$ cat src/rtl/map_writer.sv
// Map RAM writer: streams a full frame (LOAD, two pixels per byte) or paints a
// clipped rectangle (FILL) into a WIDTH x HEIGHT palette-index map.
module map_writer #(
  parameter int WIDTH    = 160,
  parameter int HEIGHT   = 90,
  parameter int PIX_BITS = 4,
  localparam int AW      = $clog2(WIDTH * HEIGHT)
) (
  input  logic                pixel_clk_in,
  input  logic                rst_n_in,
  input  logic                cmd_valid_in,
  output logic                cmd_ready_out,
  input  logic [1:0]          cmd_in,
  input  logic [7:0]          x0_in,
  input  logic [7:0]          x1_in,
  input  logic [6:0]          y0_in,
  input  logic [6:0]          y1_in,
  input  logic [PIX_BITS-1:0] color_in,
  input  logic                data_valid_in,
  output logic                data_ready_out,
  input  logic [7:0]          data_in,
  input  logic                abort_in,
  output logic                wr_en_out,
  output logic [AW-1:0]       wr_addr_out,
  output logic [PIX_BITS-1:0] wr_data_out,
  output logic                busy_out,
  output logic                done_out,
  output logic                err_out
);

  localparam int CW = (AW < 14) ? 14 : AW;
  localparam logic [CW-1:0] WCW = CW'(WIDTH);
  localparam logic [7:0] XMAX = 8'(WIDTH - 1);
  localparam logic [6:0] YMAX = 7'(HEIGHT - 1);

  localparam logic [1:0] S_IDLE = 2'd0;
  localparam logic [1:0] S_LOAD = 2'd1;
  localparam logic [1:0] S_FILL = 2'd2;

  typedef struct packed {
    logic [7:0]    x;
    logic [6:0]    y;
    logic [CW-1:0] a;
  } pos_t;

  // Raster advance inside the column window [lo, hi]; LOAD uses the full width.
  function automatic pos_t step(input pos_t p, input logic [7:0] lo, input logic [7:0] hi);
    step = p;
    if (p.x == hi) begin
      step.x = lo;
      step.y = p.y + 7'd1;
      step.a = p.a + WCW - CW'(hi - lo);
    end else begin
      step.x = p.x + 8'd1;
      step.a = p.a + CW'(1);
    end
  endfunction

  logic [1:0]          state_q, state_d;
  pos_t                pos_q, pos_d;
  logic [7:0]          fx0_q, fx0_d, fx1_q, fx1_d;
  logic [6:0]          fy1_q, fy1_d;
  logic [PIX_BITS-1:0] color_q, color_d;
  logic                hi_pend_q, hi_pend_d;
  logic [PIX_BITS-1:0] hi_nib_q, hi_nib_d;
  logic                fin_q, fin_d;
  logic                wr_en_q, wr_en_d;
  logic [AW-1:0]       wr_addr_q, wr_addr_d;
  logic [PIX_BITS-1:0] wr_data_q, wr_data_d;
  logic                done_q, done_d;
  logic                err_q, err_d;

  logic [7:0] x1c;
  logic [6:0] y1c;
  logic       fill_bad;
  logic       last;
  pos_t       start;

  assign x1c      = (x1_in > XMAX) ? XMAX : x1_in;
  assign y1c      = (y1_in > YMAX) ? YMAX : y1_in;
  assign fill_bad = (x0_in > x1_in) || (y0_in > y1_in) || (x0_in > XMAX) || (y0_in > YMAX);
  assign last     = (pos_q.x == fx1_q) && (pos_q.y == fy1_q);

  always_comb begin
    start.x = x0_in;
    start.y = y0_in;
    start.a = CW'(y0_in) * WCW + CW'(x0_in);
  end

  always_comb begin
    state_d   = state_q;
    pos_d     = pos_q;
    fx0_d     = fx0_q;
    fx1_d     = fx1_q;
    fy1_d     = fy1_q;
    color_d   = color_q;
    hi_pend_d = hi_pend_q;
    hi_nib_d  = hi_nib_q;
    fin_d     = fin_q;
    wr_en_d   = 1'b0;
    wr_addr_d = wr_addr_q;
    wr_data_d = wr_data_q;
    done_d    = 1'b0;
    err_d     = err_q;
    case (state_q)
      S_IDLE: begin
        if (cmd_valid_in) begin
          err_d = 1'b0;
          case (cmd_in)
            2'd1: begin
              state_d   = S_LOAD;
              pos_d     = '0;
              fx0_d     = 8'd0;
              fx1_d     = XMAX;
              fy1_d     = YMAX;
              hi_pend_d = 1'b0;
              fin_d     = 1'b0;
            end
            2'd2: begin
              if (fill_bad) begin
                // Park in FILL for the done cycle so no command lands on top of it.
                state_d = S_FILL;
                err_d   = 1'b1;
                done_d  = 1'b1;
                fin_d   = 1'b1;
              end else begin
                state_d   = S_FILL;
                fx0_d     = x0_in;
                fx1_d     = x1c;
                fy1_d     = y1c;
                color_d   = color_in;
                wr_en_d   = 1'b1;
                wr_addr_d = start.a[AW-1:0];
                wr_data_d = color_in;
                pos_d     = step(start, x0_in, x1c);
                fin_d     = (x0_in == x1c) && (y0_in == y1c);
              end
            end
            2'd3: err_d = 1'b1;
            default: ;
          endcase
        end
      end
      default: begin
        if (abort_in) begin
          state_d   = S_IDLE;
          hi_pend_d = 1'b0;
          fin_d     = 1'b0;
          err_d     = 1'b1;
        end else if (fin_q) begin
          state_d = S_IDLE;
          fin_d   = 1'b0;
          done_d  = !done_q;
        end else if (state_q == S_LOAD) begin
          if (hi_pend_q || data_valid_in) begin
            wr_en_d   = 1'b1;
            wr_addr_d = pos_q.a[AW-1:0];
            wr_data_d = hi_pend_q ? hi_nib_q : PIX_BITS'(data_in[3:0]);
            hi_nib_d  = PIX_BITS'(data_in[7:4]);
            hi_pend_d = !hi_pend_q && !last;
            pos_d     = step(pos_q, fx0_q, fx1_q);
            fin_d     = last;
          end
        end else begin
          wr_en_d   = 1'b1;
          wr_addr_d = pos_q.a[AW-1:0];
          wr_data_d = color_q;
          pos_d     = step(pos_q, fx0_q, fx1_q);
          fin_d     = last;
        end
      end
    endcase
  end

  always_ff @(posedge pixel_clk_in or negedge rst_n_in) begin
    if (!rst_n_in) begin
      state_q   <= S_IDLE;
      pos_q     <= '0;
      fx0_q     <= '0;
      fx1_q     <= '0;
      fy1_q     <= '0;
      color_q   <= '0;
      hi_pend_q <= 1'b0;
      hi_nib_q  <= '0;
      fin_q     <= 1'b0;
      wr_en_q   <= 1'b0;
      wr_addr_q <= '0;
      wr_data_q <= '0;
      done_q    <= 1'b0;
      err_q     <= 1'b0;
    end else begin
      state_q   <= state_d;
      pos_q     <= pos_d;
      fx0_q     <= fx0_d;
      fx1_q     <= fx1_d;
      fy1_q     <= fy1_d;
      color_q   <= color_d;
      hi_pend_q <= hi_pend_d;
      hi_nib_q  <= hi_nib_d;
      fin_q     <= fin_d;
      wr_en_q   <= wr_en_d;
      wr_addr_q <= wr_addr_d;
      wr_data_q <= wr_data_d;
      done_q    <= done_d;
      err_q     <= err_d;
    end
  end

  assign cmd_ready_out  = (state_q == S_IDLE);
  assign data_ready_out = (state_q == S_LOAD) && !hi_pend_q && !fin_q;
  assign busy_out       = (state_q != S_IDLE);
  assign wr_en_out      = wr_en_q;
  assign wr_addr_out    = wr_addr_q;
  assign wr_data_out    = wr_data_q;
  assign done_out       = done_q;
  assign err_out        = err_q;

endmodule

$ cat config.mk
export PLATFORM = sky130hd
export DESIGN_NAME = map_writer
export DESIGN_NICKNAME = d
export VERILOG_FILES = /design/src/rtl/map_writer.sv
export SDC_FILE = /design/constraint.sdc
export NUM_CORES = 1
export LEC_CHECK = 0
export CAP_MARGIN = 20
export CORE_MARGIN = 3
export CORE_UTILIZATION = 60
export DETAILED_ROUTE_END_ITERATION = 10
export GPL_ROUTABILITY_DRIVEN = 0
export PLACE_DENSITY = 0.82
export SLEW_MARGIN = 40
export SYNTH_ARGS = -nofsm -noshare
export SYNTH_HDL_FRONTEND = slang
export SYNTH_SLANG_ARGS = --single-unit
$ cat constraint.sdc
create_clock -name pixel_clk_in -period 5.25 [get_ports pixel_clk_in]
set_input_delay 1.05 -clock pixel_clk_in [delete_from_list [all_inputs] [get_ports pixel_clk_in]]
set_output_delay 1.05 -clock pixel_clk_in [all_outputs]
set_load 0.02 [all_outputs]
# [After elaboration in Yosys (flattened, before gate mapping)]
# Cells that the tools add are included.
[totals] out_inout_bits=24 register_bits=85 wordCells=165 in_bits=49
[classes] magnitude_cmp=6 addsub=13 reduce_logical=29 n_eq_ne=19 mux=77 mul=1 bitwise=4
[op_table] op="2-to-1 mux 29 bit" count=7
[op_table] op="2-to-1 mux 14 bit" count=10
[op_table] op="case mux 29 bit (2 select lines)" count=1
[op_table] op="2-to-1 mux 8 bit" count=5
[op_table] op="2-to-1 mux 4 bit" count=9
[op_table] op="case mux 8 bit (2 select lines)" count=2
[op_table] op="2-to-1 mux 1 bit" count=31
[op_table] op="adder 14 x 1 -> 14 bit, second input constant" count=2
[op_table] op="adder 14 x 8 -> 14 bit, second input constant" count=2
[op_table] op="2-to-1 mux 7 bit" count=4
[op_table] op="subtractor 14 bit" count=2
[op_table] op="subtractor 8 x 8 -> 9 bit" count=2
[op_table] op="adder 8 x 1 -> 8 bit, second input constant" count=2
[op_table] op="equality test 8 bit" count=2
[op_table] op="greater-than comparator 8 bit, second input constant" count=2
[op_table] op="adder 14 x 8 -> 14 bit" count=1
[op_table] op="adder 7 x 1 -> 7 bit, second input constant" count=2
[op_table] op="equality test 7 bit" count=2
[op_table] op="greater-than comparator 7 bit, second input constant" count=2
[op_table] op="case mux 7 bit (2 select lines)" count=1
[op_table] op="AND reduction 6 bit" count=2
[op_table] op="inequality test 2 bit, second input constant" count=5
[op_table] op="AND reduction 5 bit" count=2
[op_table] op="multiplier 7 x 3 -> 9 bit, second input constant" count=1
[op_table] op="20 further kinds" count=48

# [Longest topological paths before layout]
[depth] word_depth=9 mapped_depth=24 mapped_depth_nobuf=24

# [Worst setup path before layout]
# OpenSTA, ideal clock, no wires.
[synth_timing] path_kind="input to register" from="input x1_in[5]" to="register pos_q[13] (netlist bit)" t_required_ns=5.146 path_slack_ns=0.472 n_path_buf=0 arrival_ns=4.674 cell_stages=21 setup_time_ns=0.104 cell_sequence="inv_1 -> a21oi_1 -> nor2_1 -> ha_1 -> fa_1 -> inv_1 -> a21oi_1 -> o21bai_1 -> a21o_1 -> a21oi_1 -> xor2_1 -> ha_1 -> ha_1 -> o21a_1 -> nor2_1 -> a211oi_2 -> o31ai_2 -> xnor3_1 -> o22ai_2 -> xnor2_1 -> o311ai_1"
[synth_via] elab_chain_cells=9 word_cells_on_any_way=16 classes_between="add/sub (2); order compare (2); eq/ne (2); mux (6); reduce/logical (4)"
[synth_lines] element="start: declaration" line="15" text="input logic [7:0] x1_in,"
[synth_lines] element="greater-than comparator 8 bit" line="79" text="assign x1c = (x1_in > XMAX) ? XMAX : x1_in;"
[synth_lines] element="2-to-1 mux 8 bit" line="79"
[synth_lines] element="subtractor 8 x 8 -> 9 bit" line="52" text="step.a = p.a + WCW - CW'(hi - lo);"
[synth_lines] element="subtractor 14 bit" line="52"
[synth_lines] element="2-to-1 mux 14 bit" line="49" text="if (p.x == hi) begin"
[synth_lines] element="2-to-1 mux 29 bit" line="120" text="if (fill_bad) begin"
[synth_lines] element="case mux 29 bit (2 select lines)" line="109" text="case (cmd_in)"
[synth_lines] element="2-to-1 mux 29 bit" line="107" text="if (cmd_valid_in) begin"
[synth_lines] element="2-to-1 mux 29 bit" line="105" text="case (state_q)"
[synth_lines] element="end signal: assignment" line="193" text="pos_q <= pos_d;"
[synth_lines] element="end: declaration" line="60" text="pos_t pos_q, pos_d;"
# Parallel ways exist; a longest one is shown, timed or not. The select of a mux whose other input is x is not followed.
# A chain may end at the register's enable or synchronous reset.

# [Worst setup path after layout]
[layout_timing] from="input y0_in[1]" to="register pos_q[13] (netlist bit)"
[layout_via] elab_chain_cells=9 word_cells_on_any_way=17 classes_between="add/sub (4); mul (1); order compare (2); eq/ne (1); mux (5); reduce/logical (4)"
[layout_lines] element="start: declaration" line="16" text="input logic [6:0] y0_in,"
[layout_lines] element="multiplier 7 x 3 -> 9 bit" line="87" text="start.a = CW'(y0_in) * WCW + CW'(x0_in);"
[layout_lines] element="adder 14 x 8 -> 14 bit" line="87"
[layout_lines] element="adder 14 x 8 -> 14 bit" line="52"
[layout_lines] element="subtractor 14 bit" line="52"
[layout_lines] element="2-to-1 mux 14 bit" line="49"
[layout_lines] element="2-to-1 mux 29 bit" line="120"
[layout_lines] element="case mux 29 bit (2 select lines)" line="109"
[layout_lines] element="2-to-1 mux 29 bit" line="107"
[layout_lines] element="2-to-1 mux 29 bit" line="105"
# Parallel ways exist; a longest one is shown, timed or not. The select of a mux whose other input is x is not followed.

==> out/metrics.cfg <==
[synth]
syn_inst = 996
yosysTopAreaCell = dfrtp_1
ys_seq_elements = 85
ys_warn_count = 0
mappedNetlistArea_mm2 = 0.00829
synth_edf_count = 0
syn_nets = 1151
yosysSeqAreaShare = 0.257
avgSynthCellArea_um2 = 8.33
synth.area.top_cells = dfrtp_1 (26%), ha_1 (15%), xnor2_1 (6.2%)
synth.distinct_cells = 81
yosys_most_used_dff = dfrtp_1
ys_async_sr_fraction = 1.00
synth_top_area_frac = 0.257

[floorplan]
rows = 42
core_mm2 = 0.0134
fp.dieW_um = 124
ioPinCount = 73
dieArea_mm2 = 0.0153
initial_core_util = 0.619
dieHeight_um = 124

[worst_hold_path]
hp-class = flip-flop to flip-flop
min-delay-start = wr_data_out[1]
whs_path_depth = 2

[global_routing]
grt_pass1_vias = 7289
grt_max_degree = 58
antenna_found_initial = 0
grt_overflow_total = 0
grt.total_usage = 0.311
grt_pass1_wl_um = 37000

[setup_path]
arrival_ns = 5.27
cpMaxStageDelayCell = clkdlybuf4s50_1
cp_cell_sequence = clkdlybuf4s50_1 > ha_1 > ha_1 > inv_1 > fa_1 > nand2b_1 > nor3_1 > xnor3_2 > ha_1 > ha_1 > or3_1 > o31ai_2 > xnor3_1 > o22ai_2 > xnor2_1 > o311ai_1
rrSetupSlack_ns = 1.04
crit_path_frequent_cell = ha_1
end_kind = flip-flop
crit_fanout = 4
r2r-start = fx1_q[0]
cpPeakStageDelay_ns = 0.43
crit_required_ns = 5.50
r2r_cells = 17
cp-start-kind = primary input
startpoint = y0_in[1]
worstSetupPathType = primary input to flip-flop

[clock_tree]
cts_setup_buffers = 0
clkTransAtPathRegs_ns = 0.07
cts_hold_buf = 0
root_buffer = clkbuf_16
clock-sinks = 85
cts_resized = 0
htree_num_levels = 3
cts_buffers = 9
cts_tree = built
cts_buffer_depth = 2
clock_latency_ns = 0.37

[detailed_routing]
via_per_inst = 6.18
drc = 0
vias = 7801
ant_nets = 0
first_pass_iters = 5
wl_um = 23200
initialDrtViolationCount = 816
avgRoutedWirePerCell_um = 18.4

[sta]
finalCritPeriodShare = 0.956
hold_viol_final = 0
fin_skew_ns = 0.0126
maxClockFrequency_ghz = 0.199
setup_viol = 0
hold_slack_ns = 0.488
final.min_clock_period_ns = 5.02
slew_viol_final = 0
maxSlewHeadroom = 0.407
setup_ws_ns = 0.231
max_slew.worst_pin.slew_ns = 0.887
setup_tns_ns = 0

[pwr]
p_leak_uw = 0.00433
p_per_area_mw_per_mm2 = 466
vdd_ir_drop_max_v = 0.000294

[placement]
io_buffers = 72
dp.final_hpwl_um = 17600
preCtsSetupSlack_ns = -0.128

[cells_and_area]
multi_input_area_mm2 = 0.00572
fillCellCount = 1049
regArea_mm2 = 0.00213
final_cell_mix = ha_1 (100), o21ai_0 (87), dfrtp_1 (85)
antenna_cells = 0
nets = 1237
layout-drive-gt1-share = 0.0892
syn_to_final_growth_pct = 16.9
layout_commonest_cell = ha_1
finish.utilization = 0.724

[job]
drv_cap = 0

[run_status]
status = completed

layer usage:
metal	wire, um	track usage	vias up
met4	800	0.128	0
met2	11000	0.501	322
met5	0	0	-
met1	9950	0.426	3674
met3	1420	0.0384	58
li1	-	-	3747
through the flow:
step	power [uW]	instance area [um^2]	std cells
detailed placement	3770	9360	1247
CTS	4490	9680	1263
global placement	3710	9360	1247
floorplan	3000	8290	996
finish	4520	9700	1263
global route	4890	9700	1263
worst paths after layout:
kind,endpoint
max,pos_q[13]
min,wr_data_out[1]
max reg2reg,pos_q[13]
min reg2reg,wr_data_out[1]
max in group asynchronous,fy1_q[2]
min in group asynchronous,fx0_q[4]
state kept, by name (all words and copies together) (netlist names), 2 cells and up:
| name | cells |
|---|---|
| pos_q | 29 |
| wr_addr_out | 14 |
| fx0_q | 8 |
| fx1_q | 8 |
| fy1_q | 7 |
| color_q | 4 |
| hi_nib_q | 4 |
| wr_data_out | 4 |
| state_q | 2 |
synth_stat cells (13+ instances only):
cell / n
a211oi_1: 14
a21oi_1: 79
clkbuf_1: 25
dfrtp_1: 85
ha_1: 100
inv_1: 76
mux2i_1: 20
nand2_1: 61
nand3_1: 51
nor2_1: 85
nor3_1: 14
o21a_1: 13
o21ai_0: 89
xnor2_1: 59
xor2_1: 32
cells by family (layout without fill, tap and decap cells):
group	after synthesis	in the layout	share of synthesized area
compound gates	291	291	0.220
simple gates	277	277	0.163
buf+inv	115	206	0.0575
fa+ha+maj	106	106	0.165
xor+xnor	93	93	0.102
flops	85	85	0.257
mux	29	29	0.0364
layout make-up:
cell class,count,area share
flip-flops and latches,85,0.219
multi-input cells,796,0.590
well taps,176,0.0227
repair buffers,113,0.106
clock inverters,7,0.00942
clock buffers,9,0.0232
inverters,77,0.0298
worst max-delay path: cells and delay by family:
kind | cells | cell delay [ns]
xor+xnor | 3 | 0.67
fa+ha+maj | 5 | 1.49
buf+inv | 2 | 0.50
compound gates | 3 | 0.65
simple gates | 3 | 0.90
report_power, final:
group	total, uW	internal (uW)	leakage (uW)	switching, uW
logic	2690	1220	0.00312	1470
registers	1130	875	0.00106	259
clock network	697	382	0.000152	315
total	4520	2480	0.00433	2040
Note: power is estimated with default switching activity, not from simulation.
